## src/rtl/metadata_queue_pkg.sv

```systemverilog
// Shared types for the metadata capture queue.
// Contents:
//   mac_addr_t       - 48-bit MAC address
//   eth_metadata_t   - per-frame parse/classification result
//   meta_cap_state_e - capture FSM states (IDLE, IN_FRAME, CAPTURED)
//   META_W           - packed width of eth_metadata_t
// The queue descriptor (metadata + sequence number, plus a timestamp when
// METADATA_TIMESTAMP_EN is defined) depends on module parameters. It is
// therefore declared inside metadata_queue rather than here.
package metadata_queue_pkg;

  typedef logic [47:0] mac_addr_t;

  typedef struct packed {
    mac_addr_t   dest_mac;
    mac_addr_t   src_mac;
    logic        vlan_present;
    logic [11:0] vlan_id;
    logic [15:0] resolved_ethertype;
    logic [4:0]  l2_header_len;
    logic        is_ipv4;
    logic        is_ipv6;
    logic        is_arp;
    logic        is_unknown;
  } eth_metadata_t;

  typedef enum logic [1:0] {
    IDLE     = 2'd0,
    IN_FRAME = 2'd1,
    CAPTURED = 2'd2
  } meta_cap_state_e;

  localparam int META_W = $bits(eth_metadata_t);

endpackage

```

## src/rtl/metadata_queue_fifo.sv

```systemverilog
// meta_fifo: generic first-word-fall-through FIFO.
// The head entry is visible on o_rd_data whenever o_empty is low.
// Parameters:
//   WIDTH - entry width
//   DEPTH - number of entries (power of two, >= 2)
// Ports:
//   clk, rst_n    - clock, async active-low reset (clears pointers/level)
//   i_push        - write i_wr_data. Accepted when not full, or when full
//                   and popping in the same cycle.
//   i_wr_data     - entry to write
//   i_pop         - retire the head entry (ignored while empty)
//   o_rd_data     - head entry (undefined contents while empty)
//   o_full        - level == DEPTH
//   o_empty       - level == 0
//   o_level       - occupancy, 0..DEPTH
module meta_fifo #(
  parameter int WIDTH = 8,
  parameter int DEPTH = 8,
  localparam int AW = $clog2(DEPTH),
  localparam int LW = $clog2(DEPTH + 1)
) (
  input  logic             clk,
  input  logic             rst_n,
  input  logic             i_push,
  input  logic [WIDTH-1:0] i_wr_data,
  input  logic             i_pop,
  output logic [WIDTH-1:0] o_rd_data,
  output logic             o_full,
  output logic             o_empty,
  output logic [LW-1:0]    o_level
);

  logic [WIDTH-1:0] r_mem [DEPTH];
  logic [AW-1:0]    r_wr_ptr;
  logic [AW-1:0]    r_rd_ptr;
  logic [LW-1:0]    r_level;
  logic             w_do_push;
  logic             w_do_pop;

  assign o_full    = (r_level == LW'(DEPTH));
  assign o_empty   = (r_level == '0);
  assign o_level   = r_level;
  assign o_rd_data = r_mem[r_rd_ptr];

  // When full, a simultaneous pop frees the head slot. The write pointer equals
  // the read pointer in that case, so the new entry lands in the slot that is
  // being retired.
  assign w_do_pop  = i_pop && !o_empty;
  assign w_do_push = i_push && (!o_full || w_do_pop);

  // Storage needs no reset. Entries are only observed while the level covers them.
  always_ff @(posedge clk) begin
    if (w_do_push) begin
      r_mem[r_wr_ptr] <= i_wr_data;
    end
  end

  // Pointers wrap naturally because DEPTH is a power of two.
  always_ff @(posedge clk or negedge rst_n) begin
    if (!rst_n) begin
      r_wr_ptr <= '0;
      r_rd_ptr <= '0;
      r_level  <= '0;
    end else begin
      if (w_do_push) begin
        r_wr_ptr <= r_wr_ptr + AW'(1);
      end
      if (w_do_pop) begin
        r_rd_ptr <= r_rd_ptr + AW'(1);
      end
      if (w_do_push && !w_do_pop) begin
        r_level <= r_level + LW'(1);
      end else if (w_do_pop && !w_do_push) begin
        r_level <= r_level - LW'(1);
      end
    end
  end

endmodule

```

## src/rtl/metadata_queue.sv

```systemverilog
// metadata_queue: captures one eth_metadata_t per frame when classification
// resolves. Each capture is tagged with a sequence number. Descriptors are
// buffered in a DEPTH-entry FWFT FIFO and offered downstream over valid/ready.
// Captures that find the FIFO full are dropped. A drop pulses overflow and
// increments a saturating drop counter. Dropped captures still consume a
// sequence number, so consumers can see loss as gaps.
// Optional feature macro: METADATA_TIMESTAMP_EN
//   Adds a free-running TS_W counter. The counter is latched at frame_start,
//   stored per entry, and driven on m_timestamp. The port is absent otherwise.
// Ports:
//   clk, rst_n                  - clock, async active-low reset
//   frame_start/frame_end       - first/last beat of a frame
//   proto_valid                 - classification resolved; field inputs valid
//   dest_mac .. is_unknown      - parsed fields
//   m_valid/m_ready             - head descriptor handshake
//   m_metadata/m_seq            - head descriptor (zero while empty)
//   m_timestamp                 - head frame_start time (macro only)
//   level                       - FIFO occupancy
//   drop_cnt                    - saturating count of dropped captures
//   overflow                    - one-cycle pulse per drop
module metadata_queue
  import metadata_queue_pkg::*;
#(
  parameter int DEPTH = 8,
  parameter int SEQ_W = 16,
  parameter int CNT_W = 16,
  parameter int TS_W  = 32,
  localparam int LW   = $clog2(DEPTH + 1)
) (
  input  logic                clk,
  input  logic                rst_n,
  input  logic                frame_start,
  input  logic                frame_end,
  input  logic                proto_valid,
  input  mac_addr_t           dest_mac,
  input  mac_addr_t           src_mac,
  input  logic                vlan_present,
  input  logic [11:0]         vlan_id,
  input  logic [15:0]         resolved_ethertype,
  input  logic [4:0]          l2_header_len,
  input  logic                is_ipv4,
  input  logic                is_ipv6,
  input  logic                is_arp,
  input  logic                is_unknown,
  output logic                m_valid,
  input  logic                m_ready,
  output eth_metadata_t       m_metadata,
  output logic [SEQ_W-1:0]    m_seq,
`ifdef METADATA_TIMESTAMP_EN
  output logic [TS_W-1:0]     m_timestamp,
`endif
  output logic [LW-1:0]       level,
  output logic [CNT_W-1:0]    drop_cnt,
  output logic                overflow
);

  typedef struct packed {
    eth_metadata_t    md;
    logic [SEQ_W-1:0] seq;
`ifdef METADATA_TIMESTAMP_EN
    logic [TS_W-1:0]  ts;
`endif
  } meta_desc_t;

  localparam int DESC_W = $bits(meta_desc_t);

  meta_cap_state_e   r_state;
  meta_cap_state_e   w_next_state;
  logic              w_capture;
  logic              w_push;
  logic              w_pop;
  logic              w_drop;
  logic              w_full;
  logic              w_empty;
  logic [SEQ_W-1:0]  r_seq;
  logic [CNT_W-1:0]  r_drop_cnt;
  logic              r_overflow;
  meta_desc_t        w_push_desc;
  meta_desc_t        w_head;
  logic [DESC_W-1:0] w_rd_data;
  logic [LW-1:0]     w_level;

  // Capture state register.
  always_ff @(posedge clk or negedge rst_n) begin
    if (!rst_n) begin
      r_state <= IDLE;
    end else begin
      r_state <= w_next_state;
    end
  end

  // frame_start always opens a new frame.
  // If classification resolves on the same beat, that beat is captured and the
  // frame is already CAPTURED. This keeps the rule of one descriptor per frame.
  always_comb begin
    w_next_state = r_state;
    w_capture    = proto_valid && (frame_start || (r_state == IN_FRAME));
    if (frame_start) begin
      w_next_state = proto_valid ? CAPTURED : IN_FRAME;
    end else begin
      case (r_state)
        IDLE: begin
          w_next_state = IDLE;
        end
        IN_FRAME: begin
          if (frame_end) begin
            w_next_state = IDLE;
          end else if (proto_valid) begin
            w_next_state = CAPTURED;
          end
        end
        CAPTURED: begin
          if (frame_end) begin
            w_next_state = IDLE;
          end
        end
        default: begin
          w_next_state = IDLE;
        end
      endcase
    end
  end

`ifdef METADATA_TIMESTAMP_EN
  logic [TS_W-1:0] r_ts_ctr;
  logic [TS_W-1:0] r_ts_frame;
  logic [TS_W-1:0] w_ts;

  // Free-running timestamp. It is latched on frame_start for the frame's descriptor.
  always_ff @(posedge clk or negedge rst_n) begin
    if (!rst_n) begin
      r_ts_ctr   <= '0;
      r_ts_frame <= '0;
    end else begin
      r_ts_ctr <= r_ts_ctr + TS_W'(1);
      if (frame_start) begin
        r_ts_frame <= r_ts_ctr;
      end
    end
  end

  assign w_ts = frame_start ? r_ts_ctr : r_ts_frame;
`endif

  // Assemble the descriptor from the live parser fields.
  always_comb begin
    w_push_desc                       = '0;
    w_push_desc.md.dest_mac           = dest_mac;
    w_push_desc.md.src_mac            = src_mac;
    w_push_desc.md.vlan_present       = vlan_present;
    w_push_desc.md.vlan_id            = vlan_id;
    w_push_desc.md.resolved_ethertype = resolved_ethertype;
    w_push_desc.md.l2_header_len      = l2_header_len;
    w_push_desc.md.is_ipv4            = is_ipv4;
    w_push_desc.md.is_ipv6            = is_ipv6;
    w_push_desc.md.is_arp             = is_arp;
    w_push_desc.md.is_unknown         = is_unknown;
    w_push_desc.seq                   = r_seq;
`ifdef METADATA_TIMESTAMP_EN
    w_push_desc.ts                    = w_ts;
`endif
  end

  // A full FIFO still accepts a capture when the head leaves in the same cycle.
  assign w_pop  = m_valid && m_ready;
  assign w_push = w_capture && (!w_full || w_pop);
  assign w_drop = w_capture && !w_push;

  meta_fifo #(
    .WIDTH (DESC_W),
    .DEPTH (DEPTH)
  ) u_fifo (
    .clk       (clk),
    .rst_n     (rst_n),
    .i_push    (w_push),
    .i_wr_data (w_push_desc),
    .i_pop     (w_pop),
    .o_rd_data (w_rd_data),
    .o_full    (w_full),
    .o_empty   (w_empty),
    .o_level   (w_level)
  );

  // Sequence counter advances on every capture, including dropped ones.
  // The drop counter saturates.
  always_ff @(posedge clk or negedge rst_n) begin
    if (!rst_n) begin
      r_seq      <= '0;
      r_drop_cnt <= '0;
      r_overflow <= 1'b0;
    end else begin
      r_overflow <= w_drop;
      if (w_capture) begin
        r_seq <= r_seq + SEQ_W'(1);
      end
      if (w_drop && (r_drop_cnt != '1)) begin
        r_drop_cnt <= r_drop_cnt + CNT_W'(1);
      end
    end
  end

  assign w_head     = meta_desc_t'(w_rd_data);
  assign m_valid    = !w_empty;
  assign m_metadata = w_empty ? '0 : w_head.md;
  assign m_seq      = w_empty ? '0 : w_head.seq;
`ifdef METADATA_TIMESTAMP_EN
  assign m_timestamp = w_empty ? '0 : w_head.ts;
`endif
  assign level      = w_level;
  assign drop_cnt   = r_drop_cnt;
  assign overflow   = r_overflow;

endmodule

```

## config.mk

```make
export PLATFORM = sky130hd
export DESIGN_NAME = metadata_queue
export DESIGN_NICKNAME = d
export VERILOG_FILES = /design/src/rtl/metadata_queue_pkg.sv /design/src/rtl/metadata_queue_fifo.sv /design/src/rtl/metadata_queue.sv
export SDC_FILE = /design/constraint.sdc
export NUM_CORES = 1
export LEC_CHECK = 0
export ABC_AREA = 1
export ABC_CLOCK_PERIOD_IN_PS = 8450
export BUFFER_PORTS_ARGS = -buffer_cell sky130_fd_sc_hd__buf_2
export CAP_MARGIN = 20
export CELL_PAD_IN_SITES_DETAIL_PLACEMENT = 1
export CELL_PAD_IN_SITES_GLOBAL_PLACEMENT = 1
export CORE_MARGIN = 5
export CORE_UTILIZATION = 45
export DETAILED_ROUTE_END_ITERATION = 12
export GPL_TIMING_DRIVEN = 0
export HOLD_SLACK_MARGIN = 0.12
export PLACE_DENSITY_LB_ADDON = 0.1
export SKIP_LAST_GASP = 1
export SYNTH_ARGS = -nofsm -noshare
export SYNTH_HDL_FRONTEND = slang
export SYNTH_SLANG_ARGS = --single-unit
```

## constraint.sdc

```tcl
create_clock -name clk -period 8.45 [get_ports clk]
set_clock_uncertainty 0.2 [all_clocks]
set_input_delay 1.2675 -clock clk [delete_from_list [all_inputs] [get_ports clk]]
set_output_delay 1.2675 -clock clk [all_outputs]
set_load 0.005 [all_outputs]
```

Word level (Yosys, flattened, before mapping). Memory sizes are Yosys's and may differ from the RTL's. Cells that the tools add are included.

Flip-flop bits (word level): 45. RAM bits: 1200. Bits of input ports: 140. Output and inout port bits: 172. Word-level logic and storage cells: 52. Memories: 1.

Memory list: u_fifo.r_mem (depth 8, width 150, rd ports 1, clocked after Yosys merged registers in 0, write ports 1, RTL line metadata_queue_fifo.sv:33) `logic [WIDTH-1:0] r_mem [DEPTH];`.

$add $sub $neg: 6. Equality and inequality tests: 6. Mux-type cells: 12. Reductions and logical operators: 20.

Operators by type and width (count): $mux W134 (1); $add A16 B1 Y16 const B (2); $mux W16 (1); $ne A16 B16 Y1 const B (1); $mux W2 (5); $logic_and A1 B1 Y1 (9); $mux W4 (2); $add A3 B1 Y3 const B (2); $logic_not A1 Y1 (5); $add A4 B1 Y4 const B (1); $eq A4 B4 Y1 const B (1); $logic_not A4 Y1 (1); $ne A4 B4 Y1 const B (1); $pmux W2 S2 (1); $sub A4 B1 Y4 const B (1); $logic_or A1 B1 Y1 (3); $ne A3 B3 Y1 const B (1); $eq A2 B1 Y1 const B (1); $eq A2 B2 Y1 const B (1); $mux W1 (2); $reduce_and A2 Y1 (1); $reduce_bool A2 Y1 (1).

Longest topological paths before layout.
Word-level depth: 10. Depth in mapped cells: 14. Gate-level depth less buffers: 14.

Hierarchy. Synthesis repeated with hierarchy kept, for this count alone.

Cell total of the unflattened synthesis: 4656. Area, all modules: 51580.7 µm².

Modules (own cells, without submodules): meta_fifo (times used 1, cells an instance 4071, area each 48350.1 µm², seq. area each 36284.8 µm²); metadata_queue (times used 1, cells an instance 585, area each 3230.6 µm², seq. area each 875.8 µm²).

Worst setup path before layout. OpenSTA, ideal clock, no wires.

Path type: input port to flip-flop. Start: input proto_valid. End: memory u_fifo.r_mem[0][0] (netlist name), enable pin. Setup time: 0.661 ns. Arrival: 8.063 ns. Required time: 7.589 ns. Slack: -0.474 ns. Stages on the path: 5. Buffers on the path: 0. Path through: nand3_1 -> nand2_1 -> nand2_1 -> or2_2 -> nor2_1.

Cells in the longest elaborated chain, start to end: 5.

Ends and longest elaborated chain: start, declared (RTL line metadata_queue.sv:34) `input logic proto_valid,`; $logic_and A1 B1 Y1 (RTL line metadata_queue.sv:97) `w_capture = proto_valid && (frame_start || (r_state == IN_FRAME));`; $logic_and A1 B1 Y1 (RTL line metadata_queue.sv:166) `assign w_push = w_capture && (!w_full || w_pop);`; $logic_and A1 B1 Y1 (RTL line metadata_queue_fifo.sv:49) `assign w_do_push = i_push && (!o_full || w_do_pop);`; $mux W1 (RTL line metadata_queue_fifo.sv:53) `if (w_do_push) begin`; $mux W1 (not written as such) (RTL line metadata_queue_fifo.sv:54) `r_mem[r_wr_ptr] <= i_wr_data;`; end, declared (RTL line metadata_queue_fifo.sv:33).

No other way between the ends.

==> results.yml <==
sta:
  finalMaxSlewViolations: 0
  rsz_0062_raised_after_global_routing: "no"
  fmax_mhz: 188
  worst_slack_ps: 3130
  slew-limit-headroom_pct: 21.9
  layout_worst_path_cycle_share_pct: 62.9
  setup_viol: 0
  timing.final.hold_violations: 0
  worst_slew_pin_slew_ps: 1170
  setup-tns-final_ps: 0
  final_worst_path_period_need_ps: 5320
job:
  max-cap-violations: 0
min_path:
  hold_path_class: "input pin to async pin"
clocking:
  cts.hold.buffers_added: 0
  cts.reportedPaths.clkPinSlew_ps: 60
  cts.path.max_buffers: 3
  clock_tree_from_tritoncts: "done"
  cts_inserted_buffers: 137
  clk_latency_ps: 730
  cts-resized-gates: 0
  cts_setup_buffers: 0
  clock_sink_count: 1245
  cts-htree-levels: 4
  cts_root_buf: "clkbuf_16"
yosys:
  ys_warn_count: 0
  combined_area_of_all_synthesized_cells_um2: 49600
  postSynthCellCount: 4055
  syn_nets: 4203
  yosysUniqueCellTypes: 27
  synth.yosys.seq_area_share_pct: 75.0
  yosys_register_bits: 1245
  synth_area_per_cell_um2: 12.2
global_routing:
  overall_global_routing_usage_pct: 25.4
  grt_max_degree: 34
  grt_first_pass_wirelength_um: 223000
  grt_pass1_vias: 35400
  global_route_overflow: 0
  initial_antenna_violation_count: 32
placed_design:
  place_inst: 5898
  gp_congestion: 0.771
  dp_slack_ps: 3980
  port-buffer-count: 311
  dp_hpwl_um: 97700
worst_setup_path:
  worst_setup_path_start_kind: "register"
  crit_arrival_ps: 3850
  list_of_cells_traversed_by_the_critical_path: "inv_1 -> clkbuf_1 -> clkbuf_1 -> o21ai_0 -> o22ai_1 -> nor2_1 -> nor2_1 -> buf_2"
  crit_slowest_cell: "clkbuf_1"
  critical_path_peak_fanout: 10
  timing.critical_path.slowest_cell_delay_ps: 890
  crit_path_end_kind: "output port"
  crit_required_ps: 6980
  criticalPathCategory: "register to output port"
power_and_ir_drop:
  portion_of_total_power_attributed_to_sequential_cells_pct: 35.6
  pwr-share-comb_pct: 38.0
  cellPowerDensity_nw_per_um2: 364
  clkPwrFrac_pct: 26.5
  ir_drop_mv: 0.177
  p_sw_mw: 8.20
  cellLeakagePower_nw: 20.7
  power.internal_mw: 13.1
  power_switching_share_pct: 38.5
  post-layout-total-power_mw: 21.3
finish:
  finalNonFillerCells: 6160
  layout-drive-gt1-share_pct: 14.0
  area.growth.synth_to_final_pct: 18.0
  design.final.nets: 4710
  finish.utilization_pct: 53.6
routing:
  antenna_violating_nets_post_route: 0
  num_vias: 33800
  route.detailed.drc: 0
  detailedRoute.firstIterationViolations: 2735
  via_per_inst: 5.48
  routed_len_inst_um: 24.6
  firstDrtPassIters: 5
  drt-total-wl_um: 151000
floorplan:
  boundaryPins: 312
  floorplan.die_area_um2: 117000
  initial_core_utilization_pct: 45.4
  die_height_um: 342
  num_rows: 121
  die_w_um: 342
  placeableCoreArea_um2: 109000
run_status:
  status: "finished clean"
[area by class of cell]
class                      count  area [um^2]
buffer                       251         1210
fill                       11200        50700
inverter                      39          146
sequential                  1245        37200
timing repair buffer         368         2790
multi-input combinational   2520        11100
antenna                       13         32.5
clock buffer                 189         3810
clock inverter                59          384
tap                         1476         1850
[per-layer routing]
layer  part of all wire (%)  GRT usage, %  routed length [um]
met4                    2.2          7.05                3370
met2                     49          42.7               74000
met5                  0.041             0                  62
met3                    6.5          4.85                9800
met1                     42          34.2               64100
[cells in the mapped netlist]
library cell  count  area [um^2]
buf_1            35          131
buf_2            55          275
buf_4            17          128
buf_6            16          180
buf_8             1         15.0
clkbuf_1        127          477
dfrtp_1          45         1130
edfxtp_1       1200        36000
fa_1              1         20.0
ha_1              7         87.6
inv_1            37          139
inv_2             2         7.51
nand2_1         292         1100
nand2_2           1         6.26
nand3_1         169          846
nand3b_1          3         22.5
nand4_1           8         50.1
nor2_1         1253         4700
nor2_2            1         6.26
nor3_1            1         5.00
nor3b_1           1         7.51
o21ai_0         422         2110
o21ai_1         189          946
o22ai_1         150          938
or2_2             1         6.26
xnor2_1          10         87.6
xor2_1           11         96.3
[worst paths after layout]
kind	start	endpoint	slack (ps)	cells past startpoint
worst max register to register	r_state[1]$_DFFE_PN0P_	u_fifo.r_mem[3][107]$_DFFE_PP_	5130	10
min in group clk	u_fifo.r_wr_ptr[0]$_DFFE_PN0P_	u_fifo.r_wr_ptr[0]$_DFFE_PN0P_	350	2
worst min-delay path	rst_n	drop_cnt[4]$_DFFE_PN0P_	240	1
worst max-delay path	u_fifo.r_rd_ptr[1]$_DFFE_PN0P_	m_metadata[7]	3130	8
max in group asynchronous	rst_n	r_seq[15]$_DFFE_PN0P_	7280	2
worst min register to register	u_fifo.r_wr_ptr[0]$_DFFE_PN0P_	u_fifo.r_wr_ptr[0]$_DFFE_PN0P_	350	2
[cell families (layout without fill, tap and decap cells)]
family	Yosys count	count (layout)	share of synthesized area (%)
and+or+nand+nor	1730	1730	13.6
DFF	1245	1245	75.0
buffers and inverters	290	906	2.73
xor gates and xnor gates	21	21	0.371
other	0	13	0
AOI/OAI and AO/OA	761	761	8.07
adders and majority gates	8	8	0.217
[flip-flops by register name (all words and copies together), names as in the netlist]
register / flops
u_fifo.r_mem: 1200
drop_cnt: 16
r_seq: 16
u_fifo.o_level: 4
u_fifo.r_rd_ptr: 3
u_fifo.r_wr_ptr: 3
r_state: 2
overflow: 1
[layout by cell type, fill, tap and decap left out, drive strengths merged, types with 47 or more instances in the layout]
cell type and count:
clkinv 47, clkbuf 316, edfxtp 1200, inv 47, buf 492, o22ai 150, nand2 293, nand3 169
o21ai 611, nor2 1254
[worst max-delay path, delay by kind of cell, from the launching register on]
| family | cells | cell delay, ps |
|---|---|---|
| compound gates | 2 | 390 |
| buf+inv | 4 | 1870 |
| flops | 1 | 420 |
| simple gates | 2 | 440 |
[power groups by stage]
stage	sequential [mW]	clock, mW	combinational [mW]
2_1_floorplan	7.77	0	4.30
3_3_place_gp	7.94	0	7.73
3_5_place_dp	7.69	0	8.11
4_1_cts	7.57	5.72	8.17
5_1_grt	7.61	6.01	8.83
6_report	7.57	5.63	8.08
[metrics by stage]
stage | hold slack (ps) | cell area, um^2
3_3_place_gp | 324 | 53000
4_1_cts | 196 | 58400
6_report | 239 | 58500
3_5_place_dp | 344 | 54200
2_1_floorplan | 292 | 49600
5_1_grt | 225 | 58400
Note: power is estimated with default switching activity, not from simulation.
